--- src/rtl/hazard_ctrl_unit.sv ---
// Hazard detection and pipeline control beside the ID stage: load-use and HI/LO
// interlocks, branch/jump redirect, stall performance counter and stall watchdog.
module hazard_ctrl_unit #(
  parameter int unsigned AW       = 5,
  parameter int unsigned LOAD_LAT = 1,
  parameter int unsigned MDU_LAT  = 4,
  parameter int unsigned MW       = 3,
  parameter int unsigned CW       = 16,
  parameter int unsigned MAX_HOLD = 32
) (
  input  logic          clk,
  input  logic          rst,
  input  logic [AW-1:0] src1_ID,
  input  logic [AW-1:0] src2_ID,
  input  logic          src1_used_ID,
  input  logic          src2_used_ID,
  input  logic          hilo_use_ID,
  input  logic [AW-1:0] dest_EXE,
  input  logic          mem_read_IDEX,
  input  logic [AW-1:0] dest_MEM,
  input  logic          mem_read_EXMEM,
  input  logic          mdu_start_IDEX,
  input  logic          branch,
  input  logic          branchYes,
  input  logic [1:0]    jump,
  output logic          ld_has_hazard,
  output logic          mdu_hazard,
  output logic          branch_has_hazard,
  output logic          hazard,
  output logic          hold,
  output logic          bubble_IDEX,
  output logic          flush_IFID,
  output logic          mdu_busy,
  output logic [CW-1:0] stall_count,
  output logic          hold_timeout
);

  localparam int unsigned HW = $clog2(MAX_HOLD + 1);

  logic [MW-1:0] mdu_cnt_q, mdu_cnt_d;
  logic [CW-1:0] stall_cnt_q, stall_cnt_d;
  logic [HW-1:0] hold_run_q, hold_run_d;
  logic          timeout_q, timeout_d;

  logic ld_exe, ld_mem, ld_raw, mdu_raw, hold_raw, br_raw;

  // $0 never creates a dependency, and unused operand fields are ignored.
  function automatic logic src_match(input logic used, input logic [AW-1:0] src,
                                     input logic [AW-1:0] dst);
    return used && (src == dst) && (dst != '0);
  endfunction

  assign mdu_busy = (mdu_cnt_q != '0);

  always_comb begin
    ld_exe   = mem_read_IDEX && (src_match(src1_used_ID, src1_ID, dest_EXE) ||
                                 src_match(src2_used_ID, src2_ID, dest_EXE));
    ld_mem   = (LOAD_LAT >= 2) && mem_read_EXMEM &&
               (src_match(src1_used_ID, src1_ID, dest_MEM) ||
                src_match(src2_used_ID, src2_ID, dest_MEM));
    ld_raw   = ld_exe || ld_mem;
    mdu_raw  = hilo_use_ID && (mdu_busy || mdu_start_IDEX);
    hold_raw = ld_raw || mdu_raw;
    // Branch operands may be stale while stalled; redirect once the stall clears.
    br_raw   = ((branch && branchYes) || (jump != 2'b00)) && !hold_raw;

    ld_has_hazard     = ld_raw && !rst;
    mdu_hazard        = mdu_raw && !rst;
    hold              = hold_raw && !rst;
    branch_has_hazard = br_raw && !rst;
    bubble_IDEX       = hold;
    flush_IFID        = branch_has_hazard;
    hazard            = ld_has_hazard || mdu_hazard || branch_has_hazard;
  end

  always_comb begin
    mdu_cnt_d = mdu_cnt_q;
    if (mdu_start_IDEX) begin
      mdu_cnt_d = MW'(MDU_LAT);
    end else if (mdu_cnt_q != '0) begin
      mdu_cnt_d = mdu_cnt_q - MW'(1);
    end

    stall_cnt_d = stall_cnt_q;
    if (hold && (stall_cnt_q != '1)) begin
      stall_cnt_d = stall_cnt_q + CW'(1);
    end

    hold_run_d = '0;
    if (hold) begin
      hold_run_d = (hold_run_q == HW'(MAX_HOLD)) ? hold_run_q : hold_run_q + HW'(1);
    end

    timeout_d = timeout_q || (hold && (hold_run_d == HW'(MAX_HOLD)));
  end

  always_ff @(posedge clk) begin
    if (rst) begin
      mdu_cnt_q   <= '0;
      stall_cnt_q <= '0;
      hold_run_q  <= '0;
      timeout_q   <= 1'b0;
    end else begin
      mdu_cnt_q   <= mdu_cnt_d;
      stall_cnt_q <= stall_cnt_d;
      hold_run_q  <= hold_run_d;
      timeout_q   <= timeout_d;
    end
  end

  assign stall_count  = stall_cnt_q;
  assign hold_timeout = timeout_q;

endmodule

--- config.mk ---
export PLATFORM = sky130hd
export DESIGN_NAME = hazard_ctrl_unit
export DESIGN_NICKNAME = d
export VERILOG_FILES = /design/src/rtl/hazard_ctrl_unit.sv
export SDC_FILE = /design/constraint.sdc
export NUM_CORES = 1
export LEC_CHECK = 0
export CORE_MARGIN = 5
export CORE_UTILIZATION = 60
export DETAILED_ROUTE_END_ITERATION = 8
export DONT_BUFFER_PORTS = 1
export GPL_TIMING_DRIVEN = 0
export PLACE_DENSITY = 0.76
export SETUP_SLACK_MARGIN = 0.05
export SYNTH_ARGS = -nofsm -noshare
export SYNTH_HDL_FRONTEND = slang
export SYNTH_SLANG_ARGS = --single-unit
--- constraint.sdc ---
create_clock -name clk -period 2.5 [get_ports clk]
set_input_delay 0.5 -clock clk [delete_from_list [all_inputs] [get_ports clk]]
set_output_delay 0.5 -clock clk [all_outputs]
set_load 0.05 [all_outputs]
Word-level counts from Yosys, hierarchy flattened
Cells that the tools add are included.
{ "classes": {"n_addsub": 3, "n_mux": 4, "n_reduce_logical": 28, "n_eq_ne": 5} }
{ "ops": {"columns": ["operator", "n"], "rows": [
  ["16-bit by 1-bit adder with 16-bit output, second input constant", 1],
  ["16-bit inequality test, second input constant", 1],
  ["1-bit logical AND", 14],
  ["6-bit equality test, second input constant", 2],
  ["6-bit two-way mux", 2],
  ["5-bit equality test", 2],
  ["1-bit logical OR", 7],
  ["6-bit by 1-bit adder with 6-bit output, second input constant", 1],
  ["3-bit two-way mux", 2],
  ["5-bit nonzero test", 1],
  ["2-bit nonzero test", 2],
  ["3-bit nonzero test", 1],
  ["3-bit by 1-bit subtractor with 3-bit output, second input constant", 1],
  ["1-bit logical NOT", 2],
  ["2-bit OR reduction", 1]
]} }
{ "totals": {"output_inout_bits": 25, "in_bits": 32, "reg_bits": 26} }

Logic depth before layout (Yosys ltp)
Gate-level depths: netlist of run 1.
{ "depth": {"word_depth": 11, "depth_mapped": 10} }

Worst setup path after synthesis of run 1
No wires, ideal clock.
{ "synth_timing": {"kind": "input -> output", "from": "input dest_EXE[1]", "to": "output flush_IFID", "stages": 7, "slack_ns": -0.678, "arrival_time_ns": 2.678, "cell_sequence": "or4_1 o21a_1 a21oi_2 buf_6 buf_6 nor3b_2 buf_4"} }
{ "synth_between": {"elab_chain_cells": 9, "elab_cells_between_ends": 13, "cone_classes": "2 x eq/ne; 11 x reduce/logical"} }
{ "synth_rtl": {"columns": ["item", "line", "text"], "rows": [
  ["start, declared", "18", "input logic [AW-1:0] dest_EXE,"],
  ["5-bit equality test", "50", "return used && (src == dst) && (dst != '0);"],
  ["1-bit logical AND (2 in a row)", "50", null],
  ["1-bit logical OR (*)", "56", "ld_exe = mem_read_IDEX && (src_match(src1_used_ID, src1_ID, dest_EXE) ||"],
  ["1-bit logical AND (*)", "56", null],
  ["1-bit logical OR (*)", "63", "hold_raw = ld_raw || mdu_raw;"],
  ["1-bit logical NOT (*)", "65", "br_raw = ((branch && branchYes) || (jump != 2'b00)) && !hold_raw;"],
  ["1-bit logical AND (*)", "65", null],
  ["1-bit logical AND (*)", "70", "branch_has_hazard = br_raw && !rst;"],
  ["end, declared", "32", "output logic flush_IFID,"]
]} }
Mark *: on every way between the ends. The rest lies on a longest branch, timed or not.

Worst setup path after layout of run 1
{ "layout_timing": {"from": "input dest_EXE[4]", "to": "output flush_IFID"} }
The elaborated chain is that of the path after synthesis.

==> flow_metrics.env, run 1 <==
export IMPL_finalWirelength_mm=4.09
export IMPL_cts_root_buf="clkbuf_4"
export IMPL_crit_slowest_cell="nor3b_4"
export IMPL_yosys_register_bits=26
export IMPL_antenna_found_initial=0
export IMPL_leakagePower_nw=0.657
export IMPL_start_util_pct=61.9
export IMPL_synth_ff_type="dfxtp_1"
export IMPL_synth_edf_count=0
export IMPL_timing_rr_end="stall_count[14]$_SDFFE_PP0P_"
export IMPL_cts_tree="yes"
export IMPL_setup_viol=4
export IMPL_num_antenna_cells=0
export IMPL_grt_pass1_wl_mm=6.66
export IMPL_drc_errors=0
export IMPL_netlist_area_mm2=0.00168
export IMPL_tightest_slew_ns=0.961
export IMPL_final_common_cell="dfxtp_1"
export IMPL_timing_critical_path_cells="or4_4 > o21a_4 > a21oi_4 > buf_6 > nor3b_4 > buf_6"
export IMPL_drt_wirelength_per_cell_um=16.7
export IMPL_fin_crit_sh_pct=112
export IMPL_avgViaCountPerCell=6.25
export IMPL_fin_nets=253
export IMPL_synth_seq_area_share_pct=31.0
export IMPL_io_buffers=0
export IMPL_coreArea_mm2=0.00271
export IMPL_synth_top_area_cell="dfxtp_1"
export IMPL_synth_area_leaders="dfxtp_1 (31%), xnor2_1 (8.4%), a21oi_1 (4.8%)"
export IMPL_cts_buffer_depth=2
export IMPL_clkLatencyLatePin_ns=0.33
export IMPL_cts_htree_levels=1
export IMPL_postCtsHoldBufs=0
export IMPL_die_h_um=62.9
export IMPL_final_antenna_net_count=0
export IMPL_hpwl_mm=2.79
export IMPL_hold_path_class="input pin to register"
export IMPL_r2r_start="stall_count[7]$_SDFFE_PP0P_"
export IMPL_max_freq_mhz=356
export IMPL_most_common_layout_cells="dfxtp_1 (21), xnor2_1 (16), nor2_1 (15), a21oi_1 (15), nand2_1 (14)"
export IMPL_clkTransAtPathRegs_ns=0.14
export IMPL_async_flop_share_pct=0
export IMPL_yosys_area_top_type_share_pct=31.0
export IMPL_ir_drop_uv=448
export IMPL_cp_start_kind="input pin"
export IMPL_grt_pass1_vias=1520
export IMPL_r2r_slack_ns=0.19
export IMPL_min_to="mdu_cnt_q[1]$_SDFFE_PP0P_"
export IMPL_crit_type="input pin to output port"
export IMPL_syn_num_nets=240
export IMPL_yosysWarnings=0
export IMPL_grt_usage_pct=20.1
export IMPL_ys_types=44
export IMPL_period_needed_ns=2.81
export IMPL_max_slew_margin_pct=35.8
export IMPL_crit_path_end_kind="output port"
export IMPL_pin_count=57
export IMPL_maxSlewViolCount=0
export IMPL_num_rows=19
export IMPL_syn_to_final_growth_pct=14.8
export IMPL_power_density_mw_per_mm2=460
export IMPL_drt_iter0_markers=106
export IMPL_violations="setup timing"
export IMPL_hold_violations=0
export IMPL_synth_cells=202
export IMPL_dr_total_vias=1531
export IMPL_fin_area_mm2=0.00193
export IMPL_overflow=0
export IMPL_cts_buffers_inserted=3
export IMPL_grt_max_degree=15
export IMPL_arrival_ns=2.31
export IMPL_hold_depth=1
export IMPL_setup_ws_ns=-0.310
export IMPL_worst_path_max_fanout=3
export IMPL_whs_ns=0.210
export IMPL_gp_congestion=0.807
export IMPL_dieWidth_um=62.9
export IMPL_place_area_mm2=0.00173
export IMPL_status="finished with violations"
export IMPL_drive_gt1_share_pct=21.5
export IMPL_fin_worst_skew_ns=0.00907
export IMPL_required_ns=2.00
export IMPL_holdCritStartpoint="mdu_start_IDEX"
export IMPL_die_area_mm2=0.00395
export IMPL_first_pass_iters=6
export IMPL_synth_area_per_cell_um2=8.31
export IMPL_r2r_cells=5
export IMPL_crit_top_cell="buf_6"
export IMPL_n_fill_cell=231
export IMPL_cts_sinks=26
export IMPL_max_cap_violations=0
export IMPL_worst_path_largest_cell_delay_ns=0.56
export IMPL_rsz0062_at_grt="true"
-- metal layers --
layer,track usage [%],vias up,share of wire (%)
li1,-,738,-
met1,21.8,704,38
met2,36.9,79,51
met3,6.65,10,9.0
met4,4.51,0,1.4
met5,0,-,0
-- cell type report --
type | count | area (um^2) | share of cell area, %
Sequential cell | 26 | 527 | 27.3
Inverter | 14 | 65.1 | 3.38
Multi-Input combinational cell | 149 | 1100 | 56.9
Tap cell | 31 | 38.8 | 2.01
Buffer | 11 | 88.8 | 4.61
Timing Repair Buffer | 10 | 75.1 | 3.90
Clock buffer | 4 | 36.3 | 1.88
-- per-stage QoR --
| step | util (%) | instances | power, W | setup WS, ns | setup TNS (ns) |
|---|---|---|---|---|---|
| after floorplan | - | 202 | 0.000600 | -0.426 | -0.790 |
| after global placement | 63.9 | 233 | 0.000619 | -0.559 | -1.22 |
| after detailed placement | 63.9 | 233 | 0.000624 | -0.562 | -1.28 |
| after CTS | 69.3 | 243 | 0.000874 | -0.334 | -0.464 |
| after global routing | 71.1 | 245 | 0.000935 | -0.358 | -0.646 |
| final | 71.1 | 245 | 0.000887 | -0.310 | -0.394 |
-- registers in the layout (all words and copies together), names as in the netlist --
| name | cells |
|---|---|
| hold_run_q | 6 |
| hold_timeout | 1 |
| stall_count | 16 |
| mdu_cnt_q | 3 |
-- worst max-delay path by stage --
stage	start	end	slack, ns
final	dest_EXE[4]	flush_IFID	-0.31
after global routing	dest_EXE[4]	flush_IFID	-0.36
after CTS	dest_EXE[4]	flush_IFID	-0.33
after detailed placement	dest_EXE[1]	flush_IFID	-0.56
after global placement	dest_EXE[1]	flush_IFID	-0.56
after floorplan	dest_EXE[1]	flush_IFID	-0.43
-- critical path: cells and delay by family --
kind / cells / cell delay [ns]
AND/OR/NAND/NOR: 2 / 1.07
AO/OA/AOI/OAI: 2 / 0.37
buffers and inverters: 2 / 0.37
-- what timing repair did --
| action | 4_1_cts | 5_1_grt |
|---|---|---|
| pin swaps | 8 | 7 |
| hold endpoints to repair | 0 | 0 |
| cloned | 0 | 0 |
| setup buffers | 8 | 2 |
| setup endpoints to repair | 6 | 9 |
| resized for setup | 17 | 8 |
-- cells by family after synthesis --
family	count (synthesis)	synth area share (%)
flops	26	31.0
fa+ha+maj	6	4.47
simple gates	83	28.9
buf+inv	27	7.98
mux	5	3.88
xor+xnor	18	9.40
compound gates	37	14.4
-- synthesized netlist by cell type, types with 2 or more instances --
library cell / n
nand2b_1: 2
buf_4: 2
o21ai_1: 4
nand3_1: 9
mux2i_1: 2
nor2b_1: 4
nor3_1: 7
or3_1: 3
xnor2_1: 16
o31ai_1: 7
mux2_4: 3
inv_1: 13
clkbuf_1: 6
and3_1: 3
nand2_1: 14
or4_1: 9
buf_6: 3
a31oi_1: 2
ha_1: 6
xor2_1: 2
nand4_1: 6
dfxtp_1: 26
nor2_1: 15
buf_2: 2
nor3_2: 2
a21oi_1: 16
-- power breakdown --
group	leakage [nW]	switching [W]	internal [W]
clock	0.0210	0.000128	0.0000892
sequential	0.213	0.0000245	0.000426
combinational	0.423	0.000126	0.0000943
(Power assumes the default switching activity.)
==> inputs of run 2 (changes only) <==
Settings changed: CORE_ASPECT_RATIO set to 1.2, HOLD_SLACK_MARGIN set to 0.15.
Clock period 2.5 ns to 3.3 ns, I/O delays scaled along.
==> flow_metrics.env, run 2 (synthesis gave the netlist of run 1 again) <==
export IMPL_status="finished clean"
export IMPL_fin_worst_skew_ns=0.0145
export IMPL_n_fill_cell=249
export IMPL_cp_top_family="simple AND/OR/NAND/NOR gates"
export IMPL_die_h_um=67.9
export IMPL_drive_gt1_share_pct=14.4
export IMPL_grt_pass1_wl_mm=6.07
export IMPL_finalWirelength_mm=3.66
export IMPL_cts_buffers_inserted=3
export IMPL_cp_num_buf_inv=2
export IMPL_hold_violations=0
export IMPL_rsz0062_at_grt="false"
export IMPL_avgViaCountPerCell=5.99
export IMPL_timing_critical_path_cells="or4_1 > o21a_1 > a21oi_2 > buf_6 > nor3b_4 > buf_6"
export IMPL_power_density_mw_per_mm2=383
export IMPL_hold_path_class="input pin to register"
export IMPL_final_common_cell="dfxtp_1"
export IMPL_cp_depth=6
export IMPL_start_util_pct=61.4
export IMPL_setup_ws_ns=0.160
export IMPL_cts_buffer_depth=2
export IMPL_drt_wirelength_per_cell_um=15.1
export IMPL_layout_area_seq_um2=520
export IMPL_p_total_w=0.000692
export IMPL_num_antenna_cells=0
export IMPL_antenna_found_initial=0
export IMPL_maxSlewViolCount=0
export IMPL_cts_root_buf="clkbuf_4"
export IMPL_max_freq_mhz=318
export IMPL_period_needed_ns=3.14
export IMPL_postCtsHoldBufs=0
export IMPL_max_cap_violations=0
export IMPL_hpwl_mm=2.86
export IMPL_syn_to_final_growth_pct=7.76
export IMPL_final_antenna_net_count=0
export IMPL_crit_path_end_kind="output port"
export IMPL_ir_drop_uv=261
export IMPL_grt_max_degree=16
export IMPL_placed_cells=236
export IMPL_instances_no_fill=242
export IMPL_dieWidth_um=58.3
export IMPL_drc_errors=0
export IMPL_post_place_ws_ns=-0.0723
export IMPL_first_pass_iters=4
export IMPL_worst_path_max_fanout=4
export IMPL_fin_crit_sh_pct=95.2
export IMPL_cts_htree_levels=1
export IMPL_crit_top_cell="buf_6"
export IMPL_cts_sinks=26
export IMPL_grt_usage_pct=19.3
export IMPL_pin_count=57
export IMPL_grt_pass1_vias=1401
export IMPL_arrival_ns=2.48
export IMPL_crit_type="input pin to output port"
export IMPL_hold_depth=1
export IMPL_drt_iter0_markers=42
export IMPL_clkLatencyLatePin_ns=0.33
export IMPL_gp_congestion=0.771
export IMPL_multi_input_area_mm2=0.00104
export IMPL_die_area_mm2=0.00396
export IMPL_leakagePower_nw=0.610
export IMPL_max_slew_margin_pct=35.9
export IMPL_required_ns=2.64
export IMPL_overflow=0
export IMPL_cp_start_kind="input pin"
export IMPL_io_buffers=0
export IMPL_dr_total_vias=1449
export IMPL_tightest_slew_ns=0.959
export IMPL_most_common_layout_cells="dfxtp_1 (26), xnor2_1 (16), nor2_1 (15), a21oi_1 (15), nand2_1 (14)"
export IMPL_clkTransAtPathRegs_ns=0.15
export IMPL_worst_path_largest_cell_delay_ns=0.54
export IMPL_num_rows=21
export IMPL_r2r_cells=5
export IMPL_setup_viol=0
export IMPL_fin_nets=247
export IMPL_largest_reg_flops=16
export IMPL_crit_slowest_cell="nor3b_4"
export IMPL_coreArea_mm2=0.00273
export IMPL_cts_tree="yes"
## run 2: changes by cell type in the layout (fill, tap and decap cells not counted), moves of 2 or more
cell / change
a21oi_2: +2
a21oi_4: -2
buf_4: -5
dfxtp_1: +5
dfxtp_2: -5
ha_4: -2
inv_1: +2
## run 2: through the flow
stage	util (%)	cell area, um^2	hold WS, ns	TNS (ns)
after global placement	63.3	1730	0.498	-0.0633
after floorplan	-	1690	0.489	0
after CTS	65.7	1790	0.374	-0.0357
after global routing	66.2	1810	0.355	0
final	66.2	1810	0.379	0
after detailed placement	63.3	1730	0.534	-0.0723
## run 2: area by class of cell
cell class / instances / area share [%]
multi-input combinational: 149 / 57.5
sequential: 26 / 28.8
buffer: 11 / 3.88
inverter: 14 / 2.91
tap: 34 / 2.35
clock inverter: 1 / 1.66
timing repair buffer: 4 / 1.66
clock buffer: 3 / 1.25
## run 2: report_power, final
part / internal (W) / leakage [nW] / switching (W)
Sequential: 0.000321 / 0.210 / 0.0000177
Clock: 0.000123 / 0.0279 / 0.0000982
Combinational: 0.0000506 / 0.372 / 0.0000811
Total: 0.000495 / 0.610 / 0.000197
## run 2: layer usage
metal  up-vias  routed length, um  part of all wire, %  track usage, %
li1        722                  -                    -               -
met1       664               1390                   38            21.2
met2        59               1870                   51            34.1
met3         4                363                  9.9            6.98
met4         0                 34                 0.93            6.67
met5         -                  0                    0               0
## run 2: final timing paths
path / to / slack, ns / start
max: flush_IFID / 0.16 / dest_EXE[1]
max reg2reg: stall_count[14]$_SDFFE_PP0P_ / 1.00 / stall_count[6]$_SDFFE_PP0P_
min reg2reg: mdu_cnt_q[1]$_SDFFE_PP0P_ / 0.57 / mdu_cnt_q[1]$_SDFFE_PP0P_
min: mdu_cnt_q[1]$_SDFFE_PP0P_ / 0.38 / mdu_start_IDEX
## run 2: repair_timing
item                       4_1_cts  5_1_grt
pin swaps                        1        2
resized for setup                2        2
buffers inserted                 1        3
setup endpoints to repair        2        2
==> inputs of run 3 (changes only) <==
Clock period 3.3 ns to 3 ns, I/O delays scaled along.
==> flow_metrics.env, run 3 (synthesis gave the netlist of run 1 again) <==
export IMPL_leakagePower_nw=0.612
export IMPL_coreArea_mm2=0.00273
export IMPL_start_util_pct=61.4
export IMPL_drive_gt1_share_pct=15.0
export IMPL_drc_errors=0
export IMPL_status="finished clean"
export IMPL_cts_tree="yes"
export IMPL_n_fill_cell=246
export IMPL_timing_rr_end="stall_count[14]$_SDFFE_PP0P_"
export IMPL_period_needed_ns=2.98
export IMPL_drt_wirelength_per_cell_um=15.3
export IMPL_clkTransAtPathRegs_ns=0.15
export IMPL_crit_top_cell="buf_6"
export IMPL_fin_worst_skew_ns=0.0137
export IMPL_finalWirelength_mm=3.69
export IMPL_arrival_ns=2.38
export IMPL_cp_start_kind="input pin"
export IMPL_clkLatencyLatePin_ns=0.33
export IMPL_grt_met1_usage_pct=20.7
export IMPL_power_density_mw_per_mm2=418
export IMPL_max_freq_mhz=335
export IMPL_hold_violations=0
export IMPL_die_area_mm2=0.00396
export IMPL_overflow=0
export IMPL_num_rows=21
export IMPL_cts_buffer_depth=2
export IMPL_maxSlewViolCount=0
export IMPL_cp_num_buf_inv=2
export IMPL_layout_area_seq_um2=522
export IMPL_fin_crit_sh_pct=99.5
export IMPL_hpwl_mm=2.86
export IMPL_worst_path_largest_cell_delay_ns=0.54
export IMPL_cts_sinks=26
export IMPL_max_slew_margin_pct=36.7
export IMPL_first_pass_iters=4
export IMPL_crit_slowest_cell="nor3b_4"
export IMPL_rsz0062_at_grt="true"
export IMPL_top_usage_layer="met2"
export IMPL_crit_type="input pin to output port"
export IMPL_grt_max_degree=16
export IMPL_cp_endpoint="flush_IFID"
export IMPL_required_ns=2.40
export IMPL_max_cap_violations=0
export IMPL_r2r_slack_ns=0.70
export IMPL_tightest_slew_ns=0.948
export IMPL_hold_path_class="input pin to register"
export IMPL_grt_pass1_vias=1407
export IMPL_post_place_ws_ns=-0.252
export IMPL_io_buffers=0
export IMPL_gp_congestion=0.771
export IMPL_r2r_cells=5
export IMPL_cts_htree_levels=1
export IMPL_instances_no_fill=241
export IMPL_setup_tns_ns=0
export IMPL_use_met3_pct=7.17
export IMPL_drt_iter0_markers=55
export IMPL_most_common_layout_cells="dfxtp_1 (25), xnor2_1 (16), nor2_1 (15), a21oi_1 (15), nand2_1 (14)"
export IMPL_cp_depth=6
export IMPL_antenna_found_initial=0
export IMPL_cts_root_buf="clkbuf_4"
export IMPL_r2r_start="stall_count[6]$_SDFFE_PP0P_"
export IMPL_crit_path_end_kind="output port"
export IMPL_cp_top_family="simple AND/OR/NAND/NOR gates"
export IMPL_critPathLaunch="dest_EXE[1]"
export IMPL_die_h_um=67.9
export IMPL_fin_nets=246
export IMPL_setup_viol=0
export IMPL_dieWidth_um=58.3
export IMPL_setup_ws_ns=0.0162
export IMPL_cts_buffers_inserted=3
export IMPL_pin_count=57
export IMPL_syn_to_final_growth_pct=8.58
export IMPL_grt_usage_pct=19.3
export IMPL_largest_reg_flops=16
export IMPL_num_antenna_cells=0
export IMPL_final_common_cell="dfxtp_1"
export IMPL_timing_critical_path_cells="or4_4 > o21a_1 > a21oi_2 > buf_6 > nor3b_4 > buf_6"
export IMPL_placed_cells=236
export IMPL_final_antenna_net_count=0
export IMPL_grtUsageMet2_pct=34.2
export IMPL_holdCritStartpoint="mdu_start_IDEX"
export IMPL_dr_total_vias=1437
export IMPL_grt_pass1_wl_mm=6.06
export IMPL_worst_path_max_fanout=3
export IMPL_multi_input_area_mm2=0.00105
export IMPL_ir_drop_uv=287
export IMPL_avgViaCountPerCell=5.96
-- run 3: report_power, final --
| part | total (W) | switching [W] | internal [W] | leakage, nW |
|---|---|---|---|---|
| Combinational | 0.000147 | 0.0000903 | 0.0000563 | 0.373 |
| Sequential | 0.000373 | 0.0000194 | 0.000354 | 0.211 |
| Clock | 0.000242 | 0.000107 | 0.000135 | 0.0279 |
-- run 3: timing repair --
item	in CTS	in global routing
pin swaps	2	2
hold buffers	0	0
buffers inserted	3	0
hold endpoints to repair	0	0
setup endpoints to repair	5	3
resized for setup	4	6
-- run 3: per-layer routing --
metal  share of wire, %  routed length (um)
met5                  0                   0
met4                1.4                  52
met3                8.8                 324
met2                 51                1870
met1                 39                1440
-- run 3: final cells by class --
cell class | instances | share of cell area, %
buffer | 11 | 4.05
clock buffer | 3 | 1.24
clock inverter | 1 | 1.65
inverter | 14 | 3.16
multi-input combinational | 149 | 57.7
sequential | 26 | 28.6
tap | 34 | 2.34
timing repair buffer | 3 | 1.24
-- run 3: worst min path at each step --
stage,slack (ns),depth (start not counted),endpoint
2_1_floorplan,0.49,2,mdu_cnt_q[1]$_SDFFE_PP0P_
3_3_place_gp,0.50,2,mdu_cnt_q[1]$_SDFFE_PP0P_
3_5_place_dp,0.53,2,mdu_cnt_q[1]$_SDFFE_PP0P_
4_1_cts,0.31,1,mdu_cnt_q[1]$_SDFFE_PP0P_
5_1_grt,0.29,1,mdu_cnt_q[0]$_SDFFE_PP0P_
6_report,0.32,1,mdu_cnt_q[0]$_SDFFE_PP0P_
-- run 3: stage by stage --
| stage | power, W | hold WS, ns | instance area, um^2 | utilization, % |
|---|---|---|---|---|
| 2_1_floorplan | 0.000499 | 0.489 | 1690 | - |
| 3_3_place_gp | 0.000514 | 0.498 | 1730 | 63.3 |
| 3_5_place_dp | 0.000519 | 0.534 | 1730 | 63.3 |
| 4_1_cts | 0.000769 | 0.314 | 1800 | 66.0 |
| 5_1_grt | 0.000800 | 0.288 | 1820 | 66.7 |
| 6_report | 0.000762 | 0.318 | 1820 | 66.7 |
